### src/rtl/ahb_apb_pkg.sv
// Shared constants for the AHB-to-APB bridge: AHB transfer/response codes,
// default peripheral map and the AHB-side error-response state encoding.
package ahb_apb_pkg;

  localparam logic [1:0] HTRANS_IDLE   = 2'b00;
  localparam logic [1:0] HTRANS_BUSY   = 2'b01;
  localparam logic [1:0] HTRANS_NONSEQ = 2'b10;
  localparam logic [1:0] HTRANS_SEQ    = 2'b11;

  localparam logic [1:0] HRESP_OKAY  = 2'b00;
  localparam logic [1:0] HRESP_ERROR = 2'b01;

  localparam logic [31:0] DEF_SLV_BASE = 32'h8000_0000;
  localparam logic [31:0] DEF_SLV_SIZE = 32'h0400_0000;

  // Largest supported transfer is a 32-bit word.
  localparam logic [2:0] MAX_HSIZE = 3'b010;

  localparam logic [1:0] ERR_IDLE = 2'd0;
  localparam logic [1:0] ERR_1    = 2'd1;
  localparam logic [1:0] ERR_2    = 2'd2;

  function automatic logic htrans_active(input logic [1:0] htrans);
    return (htrans == HTRANS_NONSEQ) || (htrans == HTRANS_SEQ);
  endfunction

endpackage

### src/rtl/ahb_addr_decoder.sv
// Combinational peripheral decoder: peripheral n owns the window
// [SLV_BASE + n*SLV_SIZE, SLV_BASE + (n+1)*SLV_SIZE).
module ahb_addr_decoder
  import ahb_apb_pkg::*;
#(
  parameter int                ADDR_W   = 32,
  parameter int                NUM_SLV  = 3,
  parameter logic [ADDR_W-1:0] SLV_BASE = ADDR_W'(ahb_apb_pkg::DEF_SLV_BASE),
  parameter logic [ADDR_W-1:0] SLV_SIZE = ADDR_W'(ahb_apb_pkg::DEF_SLV_SIZE)
) (
  input  logic [ADDR_W-1:0]  Haddr,
  output logic [NUM_SLV-1:0] tempselx,
  output logic               in_range
);

  // Window limits can run past 2^ADDR_W, so compare in a widened domain.
  localparam int EW = ADDR_W + $clog2(NUM_SLV + 1) + 1;

  logic [EW-1:0] addr_ext;

  assign addr_ext = {{(EW - ADDR_W){1'b0}}, Haddr};

  for (genvar n = 0; n < NUM_SLV; n++) begin : g_win
    localparam logic [EW-1:0] LO = EW'(SLV_BASE) + EW'(n) * EW'(SLV_SIZE);
    localparam logic [EW-1:0] HI = LO + EW'(SLV_SIZE);
    assign tempselx[n] = (addr_ext >= LO) && (addr_ext < HI);
  end

  assign in_range = |tempselx;

endmodule

### src/rtl/ahb_slave_if.sv
// AHB front end of the AHB-to-APB bridge: qualifies transfers, pipelines
// address/data/direction for the APB FSM and issues the two-cycle ERROR reply.
module ahb_slave_if
  import ahb_apb_pkg::*;
#(
  parameter int                ADDR_W   = 32,
  parameter int                DATA_W   = 32,
  parameter logic [ADDR_W-1:0] SLV_BASE = ADDR_W'(ahb_apb_pkg::DEF_SLV_BASE),
  parameter logic [ADDR_W-1:0] SLV_SIZE = ADDR_W'(ahb_apb_pkg::DEF_SLV_SIZE),
  parameter int                NUM_SLV  = 3
) (
  input  logic               Hclk,
  input  logic               Hresetn,
  input  logic [1:0]         Htrans,
  input  logic [2:0]         Hsize,
  input  logic               Hwrite,
  input  logic               Hreadyin,
  input  logic [ADDR_W-1:0]  Haddr,
  input  logic [DATA_W-1:0]  Hwdata,
  input  logic [DATA_W-1:0]  Prdata,
  input  logic               fsm_hreadyout,
  output logic               valid,
  output logic [NUM_SLV-1:0] tempselx,
  output logic [ADDR_W-1:0]  Haddr1,
  output logic [ADDR_W-1:0]  Haddr2,
  output logic [DATA_W-1:0]  Hwdata1,
  output logic [DATA_W-1:0]  Hwdata2,
  output logic               Hwritereg,
  output logic               Hreadyout,
  output logic [1:0]         Hresp,
  output logic [DATA_W-1:0]  Hrdata
);

  logic              in_range;
  logic              active;
  logic              illegal;
  logic [1:0]        state_q, state_d;
  logic [ADDR_W-1:0] haddr1_q, haddr2_q;
  logic [DATA_W-1:0] hwdata1_q, hwdata2_q;
  logic              hwrite_q;

  ahb_addr_decoder #(
    .ADDR_W  (ADDR_W),
    .NUM_SLV (NUM_SLV),
    .SLV_BASE(SLV_BASE),
    .SLV_SIZE(SLV_SIZE)
  ) u_decoder (
    .Haddr   (Haddr),
    .tempselx(tempselx),
    .in_range(in_range)
  );

  assign active  = htrans_active(Htrans);
  assign illegal = active && (!in_range || (Hsize > MAX_HSIZE));

  // ERR_1 holds the master off, so nothing presented then may reach the APB FSM.
  assign valid = Hreadyin && active && !illegal && (state_q != ERR_1);

  always_comb begin
    // NOTE: default first so every path assigns state_d and no latch is inferred.
    state_d = state_q;
    case (state_q)
      ERR_IDLE: if (Hreadyin && illegal) state_d = ERR_1;
      ERR_1:    state_d = ERR_2;
      ERR_2:    state_d = (Hreadyin && illegal) ? ERR_1 : ERR_IDLE;
      default:  state_d = ERR_IDLE;
    endcase
  end

  always_ff @(posedge Hclk or negedge Hresetn) begin
    if (!Hresetn) begin
      state_q <= ERR_IDLE;
    end else begin
      // NOTE: non-blocking so every register samples pre-edge values.
      state_q <= state_d;
    end
  end

  // Illegal transfers are captured too; valid=0 tells the APB FSM to ignore them.
  always_ff @(posedge Hclk or negedge Hresetn) begin
    if (!Hresetn) begin
      haddr1_q  <= '0;
      haddr2_q  <= '0;
      hwdata1_q <= '0;
      hwdata2_q <= '0;
      hwrite_q  <= 1'b0;
    end else if (Hreadyin) begin
      haddr1_q  <= Haddr;
      haddr2_q  <= haddr1_q;
      hwdata1_q <= Hwdata;
      hwdata2_q <= hwdata1_q;
      hwrite_q  <= Hwrite;
    end
  end

  always_comb begin
    Hresp     = HRESP_OKAY;
    Hreadyout = fsm_hreadyout;
    case (state_q)
      ERR_1: begin
        Hresp     = HRESP_ERROR;
        Hreadyout = 1'b0;
      end
      ERR_2: begin
        Hresp     = HRESP_ERROR;
        Hreadyout = 1'b1;
      end
      default: ;
    endcase
  end

  assign Haddr1    = haddr1_q;
  assign Haddr2    = haddr2_q;
  assign Hwdata1   = hwdata1_q;
  assign Hwdata2   = hwdata2_q;
  assign Hwritereg = hwrite_q;
  assign Hrdata    = Prdata;

endmodule

### config.mk
export PLATFORM = sky130hd
export DESIGN_NAME = ahb_slave_if
export DESIGN_NICKNAME = d
export VERILOG_FILES = /design/src/rtl/ahb_apb_pkg.sv /design/src/rtl/ahb_addr_decoder.sv /design/src/rtl/ahb_slave_if.sv
export SDC_FILE = /design/constraint.sdc
export NUM_CORES = 1
export LEC_CHECK = 0
export BUFFER_PORTS_ARGS = -buffer_cell sky130_fd_sc_hd__buf_2
export CAP_MARGIN = 20
export CORE_ASPECT_RATIO = 0.8
export CORE_UTILIZATION = 42
export DETAILED_ROUTE_END_ITERATION = 8
export PLACE_DENSITY = 0.85
export SYNTH_ARGS = -nofsm -noshare
export SYNTH_HDL_FRONTEND = slang
export SYNTH_HIERARCHICAL = 1
export SYNTH_SLANG_ARGS = --single-unit
### constraint.sdc
create_clock -name Hclk -period 1.2 [get_ports Hclk]
set_input_delay 0.12 -clock Hclk [delete_from_list [all_inputs] [get_ports Hclk]]
set_output_delay 0.12 -clock Hclk [all_outputs]
set_load 0.005 [all_outputs]
==> results.md <==
- Status: complete, but fails checks
- Failing checks: setup timing
- Initial DRC count: 91
- IO Pins: 274
- Clock latency on the worst-skew pair: 410 ps
- Util after Layout: 0.621
- CP required: 1080 ps
- DRC: 0
- RSZ-0062 raised after global routing: yes
- Share of the synthesized area in the top cell type: 0.577
- LEAKAGE: 0.00403 µW
- Post-DP HPWL: 8540 µm
- Most frequent cells in the layout: buf_2, dfrtp_1, mux2_4
- Final hold viol count: 0
- CTS Buffer Depth: 2
- Crit-path max cell delay: 360 ps
- Min-delay worst type: input port to flip-flop
- Library cells used by synthesis: 21
- GRT overflow: 0
- Seq pwr share: 0.409
- H-tree level count: 4
- Max_cap viols: 0
- Kind of start point of the critical path: flip-flop
- Synth-to-layout area growth: 42.4%
- Register area share after synthesis: 0.577
- Largest cells by area after synthesis: dfrtp_1, mux2_4, mux2_2, buf_4, buf_6
- Hold WS: 71.1 ps
- Mean area per synthesized cell: 16.9 µm²
- Endpoints failing setup: 6
- Final layout net count: 709
- Worst vdd ir: 0.00115 V
- Synth area leader: dfrtp_1
- Clock skew: 6.57 ps
- CTS Sinks: 131
- Netlist Area Pre-Place: 5680 µm²
- Largest net degree at the start of global routing: 49
- Worst setup margin: -430 ps
- CP endpoint kind: output port
- Root Driver: clkbuf_16
- Synth Area in Simple Gates: 0.0141
- Combinational share of power: 0.193
- Vias per cell: 4.71
- Initial antenna violation count: 0
- Critical-path cell list: inv_2 -> ha_4 -> mux2_4 -> buf_6
- Routed wire per std cell: 16.9 µm
- Ys Warns: 6
- Cells after Synth: 336
- Commonest non-fill, non-tap cell in the layout: buf_2
- CTS tree: built
- Fin cells: 786
- Seq cells post-synth: 131
- DP Cell Count: 690
- Sw Share: 0.242
- Sw power: 3200 µW
- Final wirelength: 13300 µm
- Reg2Reg Setup Slack: 20 ps
- Die Area: 14000 µm²
- Num rows: 37
- Worst Path Max Fanout: 2
- Post-synthesis adder-cell area fraction: 0.0110
- First-pass GRT wire length: 21500 µm
- Final min period: 1630 ps
- CTS Buf Count: 17
- Starting Density: 0.436
- Largest family of logic cells by synthesized area: multiplexers
- Syn nets: 447
- Chip height: 106 µm
- Fmax: 614 MHz
- Crit path DAT: 1510 ps
- Clock-pin slew on the worst setup and hold paths: 60 ps
- Pwr dens: 1630 nW/µm²
- Clock network power share: 0.398
- Post-synthesis compound-gate area fraction: 0.00727
- Pint: 10000 µW
- Xor and xnor area share after synthesis: 0
- Final GP Congestion: 0.807
- Die X: 132 µm
- Final period utilization: 1.36
- Worst path slowest cell: dfrtp_1
- GRT Overall Usage: 0.201
- Critical path class: flip-flop to output port
- PortBufs: 207
- Setup TNS: -1140 ps
- Core area: 13000 µm²
- Total number of vias: 3705
- Final antenna-violating net count: 0
- Antenna cells: 0
- First-pass DRT Iterations: 4
- Max Transition Viols Final: 0
- Final Power: 13200 µW
- Vias in the first global route: 4065
- Layout cell share with drive strength beyond 1: 0.658
- Mux contribution to synthesized area: 0.319
[stage by stage]
stage / cell area [µm²] / worst slack [ps]
4_1_cts: 8060 / -445
3_3_place_gp: 6780 / -229
2_1_floorplan: 5710 / -22.6
6_report: 8080 / -430
5_1_grt: 8080 / -485
3_5_place_dp: 6780 / -234
[cells by family after synthesis]
group           Yosys count
compound gates            5
fa+ha+maj                 5
buf+inv                  51
flops                   131
mux                     131
other cells               1
simple gates             12
[cell type report]
| type | count | area, µm² |
|---|---|---|
| multi-input combinational | 154 | 2060 |
| clock inverter | 9 | 128 |
| clock buffer | 23 | 478 |
| inverter | 3 | 11.3 |
| fill | 956 | 4930 |
| timing repair buffer | 291 | 1910 |
| tap | 175 | 219 |
| sequential | 131 | 3280 |
[synth_stat cells]
master    count
nand2b_1      1
a31o_2        1
o21bai_1      1
o211ai_1      1
mux2_2       40
a31oi_2       1
buf_2         4
nand3_1       2
buf_6        10
conb_1        1
buf_4        34
nor3b_2       2
nand2_1       4
or4b_4        1
inv_1         3
nor3_1        2
mux2_4       90
mux2i_1       1
ha_1          5
a21oi_1       1
dfrtp_1     131
[path summary, 6_finish.rpt]
| check | from | endpoint | depth (start not counted) |
|---|---|---|---|
| min | Haddr[30] | Haddr1[30] | 3 |
| min reg2reg | Hwdata2[2] | Hwdata2[2] | 1 |
| min in group asynchronous | Hresetn | Hwdata2[17] | 2 |
| max reg2reg | state_q[1] | state_q[1] | 6 |
| max in group asynchronous | Hresetn | Haddr1[2] | 3 |
| max | state_q[0] | Hreadyout | 4 |
[flip-flops by register name (all words and copies together), names as in the netlist]
| register | cells |
|---|---|
| Haddr2 | 32 |
| Haddr1 | 32 |
| Hwdata1 | 32 |
| state_q | 2 |
| Hwritereg | 1 |
| Hwdata2 | 32 |
[power groups by stage]
stage | sequential [µW] | combinational, µW | clock (µW)
floorplan | 5450 | 1230 | 0
global placement | 5400 | 2170 | 0
detailed placement | 5450 | 2260 | 0
CTS | 5400 | 2510 | 5340
global route | 5480 | 2740 | 5570
finish | 5410 | 2550 | 5260
[layer usage]
metal | global-route usage | routed length [µm]
met5 | 0 | 0
met2 | 0.341 | 6790
met4 | 0.0855 | 277
met1 | 0.236 | 5430
met3 | 0.0620 | 799
[worst max-delay path: cells and delay by family (launching register included)]
kind	cells	cell delay, ps
DFF	1	360
adders and majority gates	1	270
muxes	1	300
buffers and inverters	2	180
[timing repair]
item                                    CTS  global route
hold buffers                             63             0
endpoints found under the setup margin    6             7
pin swaps                                 4             1
endpoints found under the hold margin   193             0
gates resized for setup                   9             5
buffers inserted                          1             0
(Power assumes the default switching activity.)
